==> src/rtl/rtype_exec_sequencer.sv <==
`default_nettype none
// ============================================================================
// Module   : rtype_exec_sequencer
// Purpose  : Multi-cycle controller that runs one R-type instruction at a
//            time: legality check, synchronous register-file read, operand
//            capture for an external combinational ALU, then write-back to
//            rd with backpressure from the write port.
// Ports    : clk, rst_n              - clock, synchronous active-low reset
//            instr_valid/ready/instr - instruction handshake
//            rf_raddr1/2, rf_rdata1/2- register-file read port (1-cycle)
//            alu_funct7/3, alu_op1/2 - registered ALU operands and function
//            alu_result              - combinational ALU result
//            rf_we/waddr/wdata       - register-file write port
//            wb_ready                - write port accepts this cycle
//            done / illegal          - retire / reject pulses
//            busy, retire_count      - status
// Revision : 1.0 - initial release
// ============================================================================
module rtype_exec_sequencer #(
    parameter logic [6:0] OPCODE_RTYPE   = 7'b0110011,
    parameter bit         ALLOW_X0_WRITE = 1'b0
) (
    input  logic        clk,
    input  logic        rst_n,
    input  logic        instr_valid,
    output logic        instr_ready,
    input  logic [31:0] instr,
    output logic [4:0]  rf_raddr1,
    output logic [4:0]  rf_raddr2,
    input  logic [31:0] rf_rdata1,
    input  logic [31:0] rf_rdata2,
    output logic [6:0]  alu_funct7,
    output logic [2:0]  alu_funct3,
    output logic [31:0] alu_op1,
    output logic [31:0] alu_op2,
    input  logic [31:0] alu_result,
    output logic        rf_we,
    output logic [4:0]  rf_waddr,
    output logic [31:0] rf_wdata,
    input  logic        wb_ready,
    output logic        done,
    output logic        illegal,
    output logic        busy,
    output logic [31:0] retire_count
);

    typedef enum logic [2:0] {
        S_IDLE = 3'd0,
        S_READ = 3'd1,
        S_EXEC = 3'd2,
        S_WB   = 3'd3,
        S_ERR  = 3'd4
    } state_t;

    state_t      state_q,  state_d;
    // Opcode is only needed at accept time, so bits [6:0] are not kept.
    logic [31:7] instr_q,  instr_d;
    logic [31:0] op1_q,    op1_d;
    logic [31:0] op2_q,    op2_d;
    logic [6:0]  funct7_q, funct7_d;
    logic [2:0]  funct3_q, funct3_d;
    logic [31:0] retire_q, retire_d;

    logic w_legal;
    logic w_x0_suppress;
    logic w_wb_fire;

    // R-type legality: base ops with funct7=0, or SUB/SRA with funct7=0x20.
    always_comb begin
        w_legal = 1'b0;
        if (instr[6:0] == OPCODE_RTYPE) begin
            if (instr[31:25] == 7'b0000000) begin
                w_legal = 1'b1;
            end else if (instr[31:25] == 7'b0100000 &&
                         (instr[14:12] == 3'b000 || instr[14:12] == 3'b101)) begin
                w_legal = 1'b1;
            end
        end
    end

    // A suppressed x0 write has nothing to hand the write port, so it
    // retires without waiting for wb_ready.
    assign w_x0_suppress = (instr_q[11:7] == 5'd0) && !ALLOW_X0_WRITE;
    assign w_wb_fire     = (state_q == S_WB) && (wb_ready || w_x0_suppress);

    always_comb begin
        state_d  = state_q;
        instr_d  = instr_q;
        op1_d    = op1_q;
        op2_d    = op2_q;
        funct7_d = funct7_q;
        funct3_d = funct3_q;
        retire_d = retire_q;
        case (state_q)
            S_IDLE: begin
                if (instr_valid) begin
                    instr_d = instr[31:7];
                    state_d = w_legal ? S_READ : S_ERR;
                end
            end
            S_READ: state_d = S_EXEC;
            S_EXEC: begin
                // Read data arrives this cycle; freeze it with the function.
                op1_d    = rf_rdata1;
                op2_d    = rf_rdata2;
                funct7_d = instr_q[31:25];
                funct3_d = instr_q[14:12];
                state_d  = S_WB;
            end
            S_WB: begin
                if (w_wb_fire) begin
                    retire_d = retire_q + 32'd1;
                    state_d  = S_IDLE;
                end
            end
            S_ERR:   state_d = S_IDLE;
            default: state_d = S_IDLE;
        endcase
    end

    always_ff @(posedge clk) begin
        if (!rst_n) begin
            state_q  <= S_IDLE;
            instr_q  <= '0;
            op1_q    <= '0;
            op2_q    <= '0;
            funct7_q <= '0;
            funct3_q <= '0;
            retire_q <= '0;
        end else begin
            state_q  <= state_d;
            instr_q  <= instr_d;
            op1_q    <= op1_d;
            op2_q    <= op2_d;
            funct7_q <= funct7_d;
            funct3_q <= funct3_d;
            retire_q <= retire_d;
        end
    end

    // All outputs decode from registered state; only done sees wb_ready.
    assign instr_ready  = (state_q == S_IDLE);
    assign busy         = (state_q != S_IDLE);
    assign rf_raddr1    = (state_q == S_READ || state_q == S_EXEC) ? instr_q[19:15] : 5'd0;
    assign rf_raddr2    = (state_q == S_READ || state_q == S_EXEC) ? instr_q[24:20] : 5'd0;
    assign alu_funct7   = funct7_q;
    assign alu_funct3   = funct3_q;
    assign alu_op1      = op1_q;
    assign alu_op2      = op2_q;
    assign rf_we        = (state_q == S_WB) && !w_x0_suppress;
    assign rf_waddr     = instr_q[11:7];
    assign rf_wdata     = alu_result;
    assign done         = w_wb_fire;
    assign illegal      = (state_q == S_ERR);
    assign retire_count = retire_q;

endmodule
`default_nettype wire

==> config.mk <==
export PLATFORM = sky130hd
export DESIGN_NAME = rtype_exec_sequencer
export DESIGN_NICKNAME = d
export VERILOG_FILES = /design/src/rtl/rtype_exec_sequencer.sv
export SDC_FILE = /design/constraint.sdc
export NUM_CORES = 1
export LEC_CHECK = 0
export CAP_MARGIN = 25
export CORE_AREA = 2 2 129 118
export DETAILED_ROUTE_END_ITERATION = 8
export DIE_AREA = 0 0 131 120
export PLACE_DENSITY = 0.8
export SLEW_MARGIN = 20
export SYNTH_ARGS = -nofsm -noshare
export SYNTH_HDL_FRONTEND = slang
export SYNTH_SLANG_ARGS = --single-unit
==> constraint.sdc <==
create_clock -name clk -period 2.17 [get_ports clk]
set_input_delay 0.434 -clock clk [delete_from_list [all_inputs] [get_ports clk]]
set_output_delay 0.434 -clock clk [all_outputs]
set_load 0.03 [all_outputs]
==> results.ini, run 1 <==
[placement]
globalplace.congestion=0.777
numPortBuffers=225
placed_cells=1072
dp_hpwl_um=11300

[critical_path]
r2r_cells=6
required_ns=1.74
crit_type=flip-flop to output pin
r2r_slack_ns=0
end_kind=output pin
r2r-start=instr_q[11]
startpoint=instr_q[11]
critPathArrivalTime_ns=1.79
reg2reg_to=retire_count[11]
critPathMaxFanout=3
cp-start-kind=flip-flop

[detailed_routing]
via_per_inst=5.08
wl_per_cell_um=15.5
dr_total_vias=5643
drt-pass1-iter-count=5
drc_errors=0
drtIter0Drc=364
ant_nets=0
wl_um=17200

[sta]
tightestPinTransition_ns=0.519
rsz0062_at_grt=true
setup_viol=1
period_minus_slack_ns=2.23
setup_ws_ns=-0.0582
fmax_mhz=449
fin_skew_ns=0.00878
timing.hold.ws_ns=0.450
hold_viol=0
drv_slew=0
setup_tns_ns=-0.0582
period_share_pct=103
relSlewSlack_pct=65.3

[logic_synthesis]
synth-compound-area-share_pct=14.6
yosysTopAreaCell=dfxtp_1
synth_seq_cells=134
seq_area_frac_synth_pct=47.4
yosys.area.top_type_share_pct=47.4
synth_top_family_by_area=simple AND/OR/NAND/NOR gates
avgSynthCellArea_sq_um=7.93
synth_warnings=0
synth_xor_area_share_pct=0.464
yosys.area_share.simple_pct=26.8
synthAdderAreaFrac_pct=0.221
synthMuxAreaShare_pct=1.77
syn_area_sq_mm=0.00566
synth_top_cells_by_area=dfxtp_1 (47%), nand2_1 (15%), a21oi_1 (10%)
synthDistinctLibCells=39
syn-num-nets=847
synth_cells=714

[grt]
use_met2_pct=33.6
antenna_found_initial=0
grt_busiest_layer=met2
grtUsageTotal_pct=21.4
grt_util_met1_pct=26.9
global_route.usage.met3_pct=7.36
grt_first_pass_wirelength_um=26400
grt_max_degree=75
grt_pass1_vias=5204
overflow=0

[outcome]
violations=negative setup slack
status=finished with violations

[power]
clkPwrFrac_pct=48.6
comb_power_share_pct=6.7
p_int_w=0.00422
totalPowerFinal_w=0.00561
leakagePower_nw=3.00
p_sw_share_pct=24.7
ir_drop_v=0.000469
p_seq_share_pct=44.7
cellPowerDensity_mw_per_mm2=647
power_switching_w=0.00139

[die]
fp.dieH_um=120
io_pins=290
die_area_sq_mm=0.0157
start_util_pct=39.2
core_sq_mm=0.0145
die_w_um=131
rows=42

[hold_path]
hold_class=flip-flop to flip-flop
hold_start=instr_q[18]
holdPathEnd=instr_q[18]
hold_depth=2

[final_layout]
drive_gt1_share_pct=10.5
antenna_cells=0
syn_to_final_growth_pct=52.9
final_util_pct=59.9
n_fill_cell=1242
mostFrequentLayoutCells=nand2_1 (220), clkdlybuf4s50_1 (210), dfxtp_1 (133), a21oi_1 (113), buf_4 (30)
multi_input_area_sq_mm=0.00261
seqCellArea_sq_mm=0.00268
stdcell_count=1110
nNetsFinal=1032
mostFrequentLayoutCell=nand2_1

[clock_network]
htreeDepth=4
cts_buffer_depth=2
path_clk_slew_ns=0.06
clock_latency_ns=0.42
cts_tree=yes
clock-sinks=134
cts-buffers-inserted=17
cts_root_buffer=clkbuf_16
hold_buffers=0

[flow_run]
maxCapViolations=0

[critical path, stage by stage, from the launching register on]
cell	delay, ns
dfxtp_2	0.32
or4_4	0.56
o21a_4	0.23
buf_12	0.13
clkinv_4	0.04
buf_6	0.11
[worst max-delay path by stage]
stage / endpoint / slack [ns] / cells past startpoint
finish: done / -0.06 / 5
global route: done / -0.10 / 5
CTS: done / -0.07 / 5
detailed placement: state_q[0] / -0.21 / 6
global placement: state_q[0] / -0.21 / 6
floorplan: done / 0.13 / 5
[area by class of cell]
class / instances / share of cell area [%]
flip-flops and latches: 134 / 31.0
multi-input cells: 486 / 30.1
repair buffers: 252 / 29.2
clock buffers: 17 / 4.91
well taps: 198 / 2.86
clock inverters: 15 / 1.53
inverters: 8 / 0.419
[timing repair]
item / 4_1_cts / 5_1_grt
setup endpoints to repair: 5 / 24
pin swaps: 2 / 10
gates cloned: 2 / 0
endpoints found under the hold margin: 0 / 0
resized for setup: 12 / 23
buffers inserted: 4 / 0
[Yosys cell counts]
cell type,count
a21oi_1,116
a311oi_1,1
a31oi_1,1
a41o_1,1
and2_1,14
and3_1,5
and4_1,7
and4b_1,1
buf_1,2
buf_4,37
buf_6,1
clkbuf_1,46
dfxtp_1,134
ha_1,1
inv_1,8
mux2i_1,10
nand2_1,220
nand2b_1,13
nand3_1,11
nand4_1,9
nand4b_1,2
nand4bb_1,5
nor2_1,5
nor3_1,5
nor3b_1,1
nor4_1,9
o21a_1,1
o21ai_0,8
o21bai_1,1
o311ai_0,4
o31ai_1,7
o41ai_1,9
or3_1,5
or4_1,7
or4_4,1
or4b_1,1
or4b_2,2
xnor2_1,1
xor2_1,2
[per-stage QoR]
| stage | cell area, sq um | setup WS (ns) |
|---|---|---|
| after floorplan | 5670 | 0.130 |
| after detailed placement | 7900 | -0.209 |
| after global routing | 8660 | -0.104 |
| after global placement | 7900 | -0.212 |
| final | 8660 | -0.0582 |
| after CTS | 8560 | -0.0734 |
[flip-flops by register name, summed over array words and instances, names as in the netlist]
signal / cells
alu_funct3: 3
alu_op1: 32
instr_q: 25
alu_op2: 32
state_q: 3
alu_funct7: 7
retire_count: 32
[power groups by stage]
stage	registers, W	logic, W	clock network, W
CTS	0.00250	0.000376	0.00279
detailed placement	0.00256	0.000373	0
global placement	0.00256	0.000370	0
global route	0.00251	0.000406	0.00290
finish	0.00250	0.000375	0.00273
floorplan	0.00255	0.000243	0
[layer usage]
layer / vias to the layer above / share of wire (%)
met3: 38 / 8.6
met5: - / 0
li1: 2774 / -
met4: 0 / 2.5
met2: 195 / 48
met1: 2636 / 41
[cells by family after synthesis]
kind of cell,after synthesis
AOI/OAI and AO/OA,149
xor gates and xnor gates,3
adders and majority gates,1
buffers and inverters,94
DFF,134
muxes,10
and+or+nand+nor,323
(Power assumes the default switching activity.)
==> run 2, diff against run 1 <==
--- a/config.mk
+++ b/config.mk
@@ -5,10 +5,10 @@
 export SDC_FILE = /design/constraint.sdc
 export NUM_CORES = 1
 export LEC_CHECK = 0
-export CAP_MARGIN = 25
 export CORE_AREA = 2 2 129 118
 export DETAILED_ROUTE_END_ITERATION = 8
 export DIE_AREA = 0 0 131 120
+export GPL_TIMING_DRIVEN = 0
 export PLACE_DENSITY = 0.8
 export SLEW_MARGIN = 20
 export SYNTH_ARGS = -nofsm -noshare
==> run 2 against run 1 <==
  * The flow still finishes with violations (negative setup slack)
  * Clock skew increased by 0.0054 ns
  * Design area increased by 8.6%
  * Hold slack got worse by 0.0039 ns
  * Clock-buffer cell count increased by 3
  * Sequential share of layout area decreased by 2.4 points
  * Non-clock buffer count increased by 102
  * First-iteration DRC count decreased by 4.4%
  * Critical endpoint unchanged
  * Flip-flop and latch count unchanged
  * Routed wire length increased by 12%
==> results.ini, run 2 (same netlist as run 1, synthesis figures left out) <==
[clock_network]
clock-sinks=134  ; unchanged
hold_buffers=0  ; unchanged
cts_root_buffer=clkbuf_16  ; unchanged
path_clk_slew_ns=0.06  ; about the same
clock_latency_ns=0.43  ; was 0.42 ns
htreeDepth=4  ; unchanged
cts-buffers-inserted=17  ; unchanged
cts_buffer_depth=2  ; unchanged
cts_tree=yes  ; unchanged

[detailed_routing]
ant_nets=0  ; unchanged
via_per_inst=5.01  ; was 5.08
drc_errors=0  ; unchanged
drt-pass1-iter-count=5  ; unchanged
wl_per_cell_um=15.9  ; was 15.5 um
wl_um=19300  ; was 17200 um
drtIter0Drc=348  ; was 364
dr_total_vias=6075  ; was 5643

[placement]
globalplace.congestion=0.848  ; was 0.777
numPortBuffers=257  ; was 225
placed_cells=1169  ; was 1072
dp_hpwl_um=13800  ; was 11300 um

[sta]
relSlewSlack_pct=57.0  ; was 65.3%
period_minus_slack_ns=2.39  ; was 2.23 ns
drv_slew=0  ; unchanged
setup_viol=2  ; was 1
hold_viol=0  ; unchanged
fin_skew_ns=0.0141  ; was 0.00878 ns
setup_ws_ns=-0.217  ; was -0.0582 ns
period_share_pct=110  ; was 103%
rsz0062_at_grt=true  ; unchanged
fmax_mhz=419  ; was 449 MHz
tightestPinTransition_ns=0.645  ; was 0.519 ns

[grt]
grt_util_met1_pct=28.9  ; was 26.9%
global_route.usage.met3_pct=7.62  ; was 7.36%
overflow=0  ; unchanged
use_met2_pct=39.8  ; was 33.6%
grt_first_pass_wirelength_um=28900  ; was 26400 um
grt_pass1_vias=5642  ; was 5204
grt_busiest_layer=met2  ; unchanged
grtUsageTotal_pct=23.7  ; was 21.4%
antenna_found_initial=0  ; unchanged
grt_max_degree=17  ; was 75

[critical_path]
path_delay_family=simple AND/OR/NAND/NOR gates  ; unchanged
critPathMaxStageDelay_ns=0.55  ; was 0.56 ns
r2r_slack_ns=0.04  ; was 0 ns
critPathMaxFanout=5  ; was 3
required_ns=1.74  ; about the same
crit_type=flip-flop to output pin  ; unchanged
end_kind=output pin  ; unchanged
critPathArrivalTime_ns=1.95  ; was 1.79 ns
cp-start-kind=flip-flop  ; unchanged
cp_slowest_cell=or4_4  ; unchanged
crit_buf_inv=4  ; was 3
cp_cell_sequence=or4_4 > o21a_4 > buf_8 > clkbuf_16 > clkinv_4 > buf_6  ; was or4_4 > o21a_4 > buf_12 > clkinv_4 > buf_6

[final_layout]
n_fill_cell=1244  ; was 1242
drive_gt1_share_pct=13.8  ; was 10.5%
syn_to_final_growth_pct=66.2  ; was 52.9%
stdcell_count=1213  ; was 1110
final_util_pct=65.1  ; was 59.9%
mostFrequentLayoutCells=clkdlybuf4s50_1 (241), nand2_1 (219), dfxtp_1 (130), a21oi_1 (115), buf_4 (48)  ; was nand2_1 (220), clkdlybuf4s50_1 (210), dfxtp_1 (133), a21oi_1 (113), buf_4 (30)
mostFrequentLayoutCell=clkdlybuf4s50_1  ; was nand2_1
antenna_cells=0  ; unchanged
nNetsFinal=1135  ; was 1032

[die]
die_w_um=131  ; unchanged
fp.dieH_um=120  ; unchanged
start_util_pct=39.2  ; unchanged
rows=42  ; unchanged
core_sq_mm=0.0145  ; unchanged
io_pins=290  ; unchanged
die_area_sq_mm=0.0157  ; unchanged

[power]
leakagePower_nw=3.36  ; was 3.00 nW
cellPowerDensity_mw_per_mm2=651  ; was 647 mW/mm^2
ir_drop_v=0.000783  ; was 0.000469 V

[outcome]
violations=negative setup slack  ; unchanged
status=finished with violations  ; unchanged

[flow_run]
maxCapViolations=0  ; unchanged

[hold_path]
hold_class=flip-flop to flip-flop  ; unchanged

==> run 2: changes by cell type in the layout (fill, tap and decap cells not counted), sizes merged <==
| cell | change |
|---|---|
| buf | +28 |
| bufbuf | -1 |
| bufinv | +4 |
| clkbuf | +46 |
| clkdlybuf4s50 | +31 |
| clkinv | +2 |
| dlymetal6s2s | +1 |
| inv | -9 |
| nor2 | +1 |
==> run 2: worst paths after layout <==
check	from	end	depth (start not counted)
worst max register to register	instr_q[10]	retire_count[7]	7
worst min-delay path	instr_q[13]	alu_funct3[1]	2
worst max-delay path	instr_q[10]	done	6
worst min register to register	instr_q[13]	alu_funct3[1]	2
==> run 2: metrics by stage <==
stage / setup TNS (ns) / worst slack [ns] / hold slack [ns] / power (W) / instance area [sq um]
global route: -0.618 / -0.287 / 0.463 / 0.00633 / 9410
floorplan: 0 / 0.130 / 0.432 / 0.00280 / 5670
CTS: -0.262 / -0.254 / 0.450 / 0.00617 / 9240
finish: -0.326 / -0.217 / 0.446 / 0.00612 / 9410
global placement: -29.28 / -0.695 / 0.438 / 0.00310 / 8490
detailed placement: -34.87 / -0.708 / 0.442 / 0.00310 / 8490
==> run 2: what timing repair did <==
| action | 4_1_cts | 5_1_grt |
|---|---|---|
| setup endpoints to repair | 76 | 77 |
| gates cloned | 1 | 0 |
| pin swaps | 3 | 12 |
| resized for setup | 73 | 70 |
| setup buffers | 4 | 8 |
==> run 2: metal layers <==
layer | routed length [um] | vias up
li1 | - | 2982
met1 | 7730 | 2809
met2 | 9630 | 259
met3 | 1690 | 25
met4 | 277 | 0
met5 | 0 | -
==> run 2: power breakdown <==
group          internal (W)  leakage [nW]  switching (W)
sequential          0.00249          1.08      0.0000199
combinational      0.000314          1.98       0.000250
clock               0.00195         0.300        0.00110
total               0.00476          3.36        0.00137
==> run 2: worst register-to-register path, delay by kind of cell, from the launching register on <==
kind,cells,cell delay [ns]
buf+inv,3,0.37
flops,1,0.32
simple gates,2,1.01
compound gates,2,0.37
==> run 2: layout make-up <==
type / count / area [sq um] / area share [%]
timing repair buffer: 269 / 2620 / 27.8
inverter: 8 / 35.0 / 0.372
tap: 198 / 248 / 2.63
clock buffer: 20 / 447 / 4.75
buffer: 85 / 518 / 5.51
multi-input combinational: 487 / 2680 / 28.5
sequential: 134 / 2690 / 28.6
clock inverter: 12 / 176 / 1.87
==> run 3, diff against run 2 <==
--- a/config.mk
+++ b/config.mk
@@ -9,7 +9,7 @@
 export DETAILED_ROUTE_END_ITERATION = 8
 export DIE_AREA = 0 0 131 120
 export GPL_TIMING_DRIVEN = 0
-export PLACE_DENSITY = 0.8
+export PLACE_DENSITY_LB_ADDON = 0.2
 export SLEW_MARGIN = 20
 export SYNTH_ARGS = -nofsm -noshare
 export SYNTH_HDL_FRONTEND = slang
==> run 3 against run 2 <==
  * The run still ends with negative setup slack left
  * Die area unchanged
  * Design area rose by 0.45%
  * Critical path depth did not move
  * First-iteration DRC count grew 3.2%
  * Total power grew 1.8%
  * Critical endpoint unchanged
==> results.ini, run 3 (same netlist as run 1, synthesis figures left out) <==
[detailed_routing]
ant_nets=0  ; unchanged
wl_um=18400  ; was 19300 um
dr_total_vias=5995  ; was 6075
drc_errors=0  ; unchanged
drt-pass1-iter-count=5  ; unchanged
via_per_inst=4.97  ; was 5.01
drtIter0Drc=359  ; was 348
wl_per_cell_um=15.3  ; was 15.9 um

[power]
p_int_w=0.00490  ; was 0.00476 W
p_sw_share_pct=21.5  ; was 22.3%
power_switching_w=0.00134  ; was 0.00137 W
comb_power_share_pct=8.8  ; was 9.2%
cellPowerDensity_mw_per_mm2=660  ; was 651 mW/mm^2
clkPwrFrac_pct=51.0  ; was 49.8%
ir_drop_v=0.000517  ; was 0.000783 V
p_seq_share_pct=40.2  ; was 41.0%
leakagePower_nw=3.44  ; was 3.36 nW

[final_layout]
antenna_cells=0  ; unchanged
mostFrequentLayoutCell=clkdlybuf4s50_1  ; unchanged
stdcell_area_sq_mm=0.00945  ; was 0.00941 sq mm
mostFrequentLayoutCells=clkdlybuf4s50_1 (242), nand2_1 (219), dfxtp_1 (131), a21oi_1 (112), buf_4 (46)  ; was clkdlybuf4s50_1 (241), nand2_1 (219), dfxtp_1 (130), a21oi_1 (115), buf_4 (48)
final_util_pct=65.4  ; was 65.1%
nNetsFinal=1129  ; was 1135
drive_gt1_share_pct=13.0  ; was 13.8%
syn_to_final_growth_pct=66.9  ; was 66.2%
n_fill_cell=1268  ; was 1244

[clock_network]
path_clk_slew_ns=0.06  ; about the same
htreeDepth=4  ; unchanged
clock-sinks=134  ; unchanged
cts_buffer_depth=2  ; unchanged
clock_latency_ns=0.42  ; was 0.43 ns
cts_tree=yes  ; unchanged
cts_root_buffer=clkbuf_16  ; unchanged
cts-buffers-inserted=17  ; unchanged

[critical_path]
critPathArrivalTime_ns=1.95  ; about the same
crit_buf_inv=4  ; unchanged
critPathMaxFanout=7  ; was 5
end_kind=output pin  ; unchanged
critPathMaxStageDelay_ns=0.54  ; was 0.55 ns
cp_slowest_cell=or4_4  ; unchanged
cp_cell_sequence=or4_4 > o21a_4 > buf_6 > clkbuf_16 > clkinv_4 > buf_6  ; was or4_4 > o21a_4 > buf_8 > clkbuf_16 > clkinv_4 > buf_6
path_delay_family=simple AND/OR/NAND/NOR gates  ; unchanged
cp-start-kind=flip-flop  ; unchanged
required_ns=1.74  ; about the same
crit_type=flip-flop to output pin  ; unchanged
critical_path.most_common_cell=buf_6

[die]
io_pins=290  ; unchanged
core_sq_mm=0.0145  ; unchanged
die_w_um=131  ; unchanged
die_area_sq_mm=0.0157  ; unchanged
fp.dieH_um=120  ; unchanged
start_util_pct=39.2  ; unchanged
rows=42  ; unchanged

[sta]
drv_slew=0  ; unchanged
setup_viol=2  ; unchanged
fmax_mhz=419  ; about the same
tightestPinTransition_ns=0.553  ; was 0.645 ns
hold_viol=0  ; unchanged
period_minus_slack_ns=2.39  ; about the same
rsz0062_at_grt=true  ; unchanged
fin_skew_ns=0.0138  ; was 0.0141 ns
period_share_pct=110  ; about the same
timing.hold.ws_ns=0.447  ; was 0.446 ns
setup_ws_ns=-0.217  ; about the same
relSlewSlack_pct=63.1  ; was 57.0%

[placement]
globalplace.congestion=0.846  ; was 0.848
numPortBuffers=257  ; unchanged
dpl_cell_area_sq_mm=0.00849  ; unchanged
pre_cts_slack_ns=-0.741  ; was -0.708 ns
dp_hpwl_um=13200  ; was 13800 um

[flow_run]
maxCapViolations=0  ; unchanged

[grt]
grt_first_pass_wirelength_um=27900  ; was 28900 um
grt_max_degree=17  ; unchanged
antenna_found_initial=1  ; was 0
grtUsageTotal_pct=22.6  ; was 23.7%
grt_pass1_vias=5510  ; was 5642
overflow=0  ; unchanged

[outcome]
status=finished with violations  ; unchanged
violations=negative setup slack  ; unchanged

[hold_path]
hold_class=flip-flop to flip-flop  ; unchanged

-- run 3: worst reg2reg max path, stage by stage (launching register included) --
cell and delay, ns:
dfxtp_2 0.33, or4_4 0.54, o21a_4 0.24, buf_6 0.12
buf_4 0.15, or4_1 0.54, a21oi_1 0.16
-- run 3: path summary, 6_finish.rpt --
check              startpoint                to  slack, ns  depth (start not counted)
setup / recovery   instr_q[8]              done      -0.22                          6
hold / removal    instr_q[17]       instr_q[17]       0.45                          2
setup reg to reg   instr_q[8]  retire_count[11]       0.03                          6
hold reg to reg   instr_q[17]       instr_q[17]       0.45                          2
-- run 3: through the flow --
step / setup TNS, ns / cells / power [W]
6_report: -0.341 / 1207 / 0.00623
5_1_grt: -0.531 / 1207 / 0.00645
4_1_cts: -0.464 / 1203 / 0.00628
3_5_place_dp: -27.31 / 1169 / 0.00310
3_3_place_gp: -29.11 / 1169 / 0.00309
2_1_floorplan: 0 / 714 / 0.00280
-- run 3: layout make-up --
cell class	count	area [sq um]	share of cell area (%)
clock buffers	20	457	4.83
plain buffers	85	518	5.48
inverters	8	35.0	0.371
multi-input cells	486	2730	28.9
flip-flops and latches	134	2690	28.4
clock inverters	12	200	2.12
well taps	198	248	2.62
repair buffers	264	2580	27.3
-- run 3: repair_timing --
action / in CTS / in global routing
resized for setup: 88 / 61
setup endpoints to repair: 76 / 55
pin swaps: 2 / 14
hold buffers: 0 / 0
buffers inserted: 3 / 4
-- run 3: power by group through the flow --
stage	Combinational (W)	Clock (W)	Sequential, W
after floorplan	0.000243	0	0.00255
after global placement	0.000535	0	0.00256
after detailed placement	0.000538	0	0.00256
after CTS	0.000543	0.00323	0.00251
after global routing	0.000587	0.00335	0.00251
final	0.000546	0.00318	0.00251
-- run 3: metal layers --
metal / vias to the layer above / wire length [um] / global-route usage [%] / part of all wire (%)
met3: 16 / 1650 / 7.85 / 9.0
met1: 2761 / 7500 / 27.7 / 41
met2: 245 / 9020 / 36.9 / 49
met4: 0 / 248 / 7.25 / 1.3
met5: - / 0 / 0 / 0
li1: 2973 / - / - / -
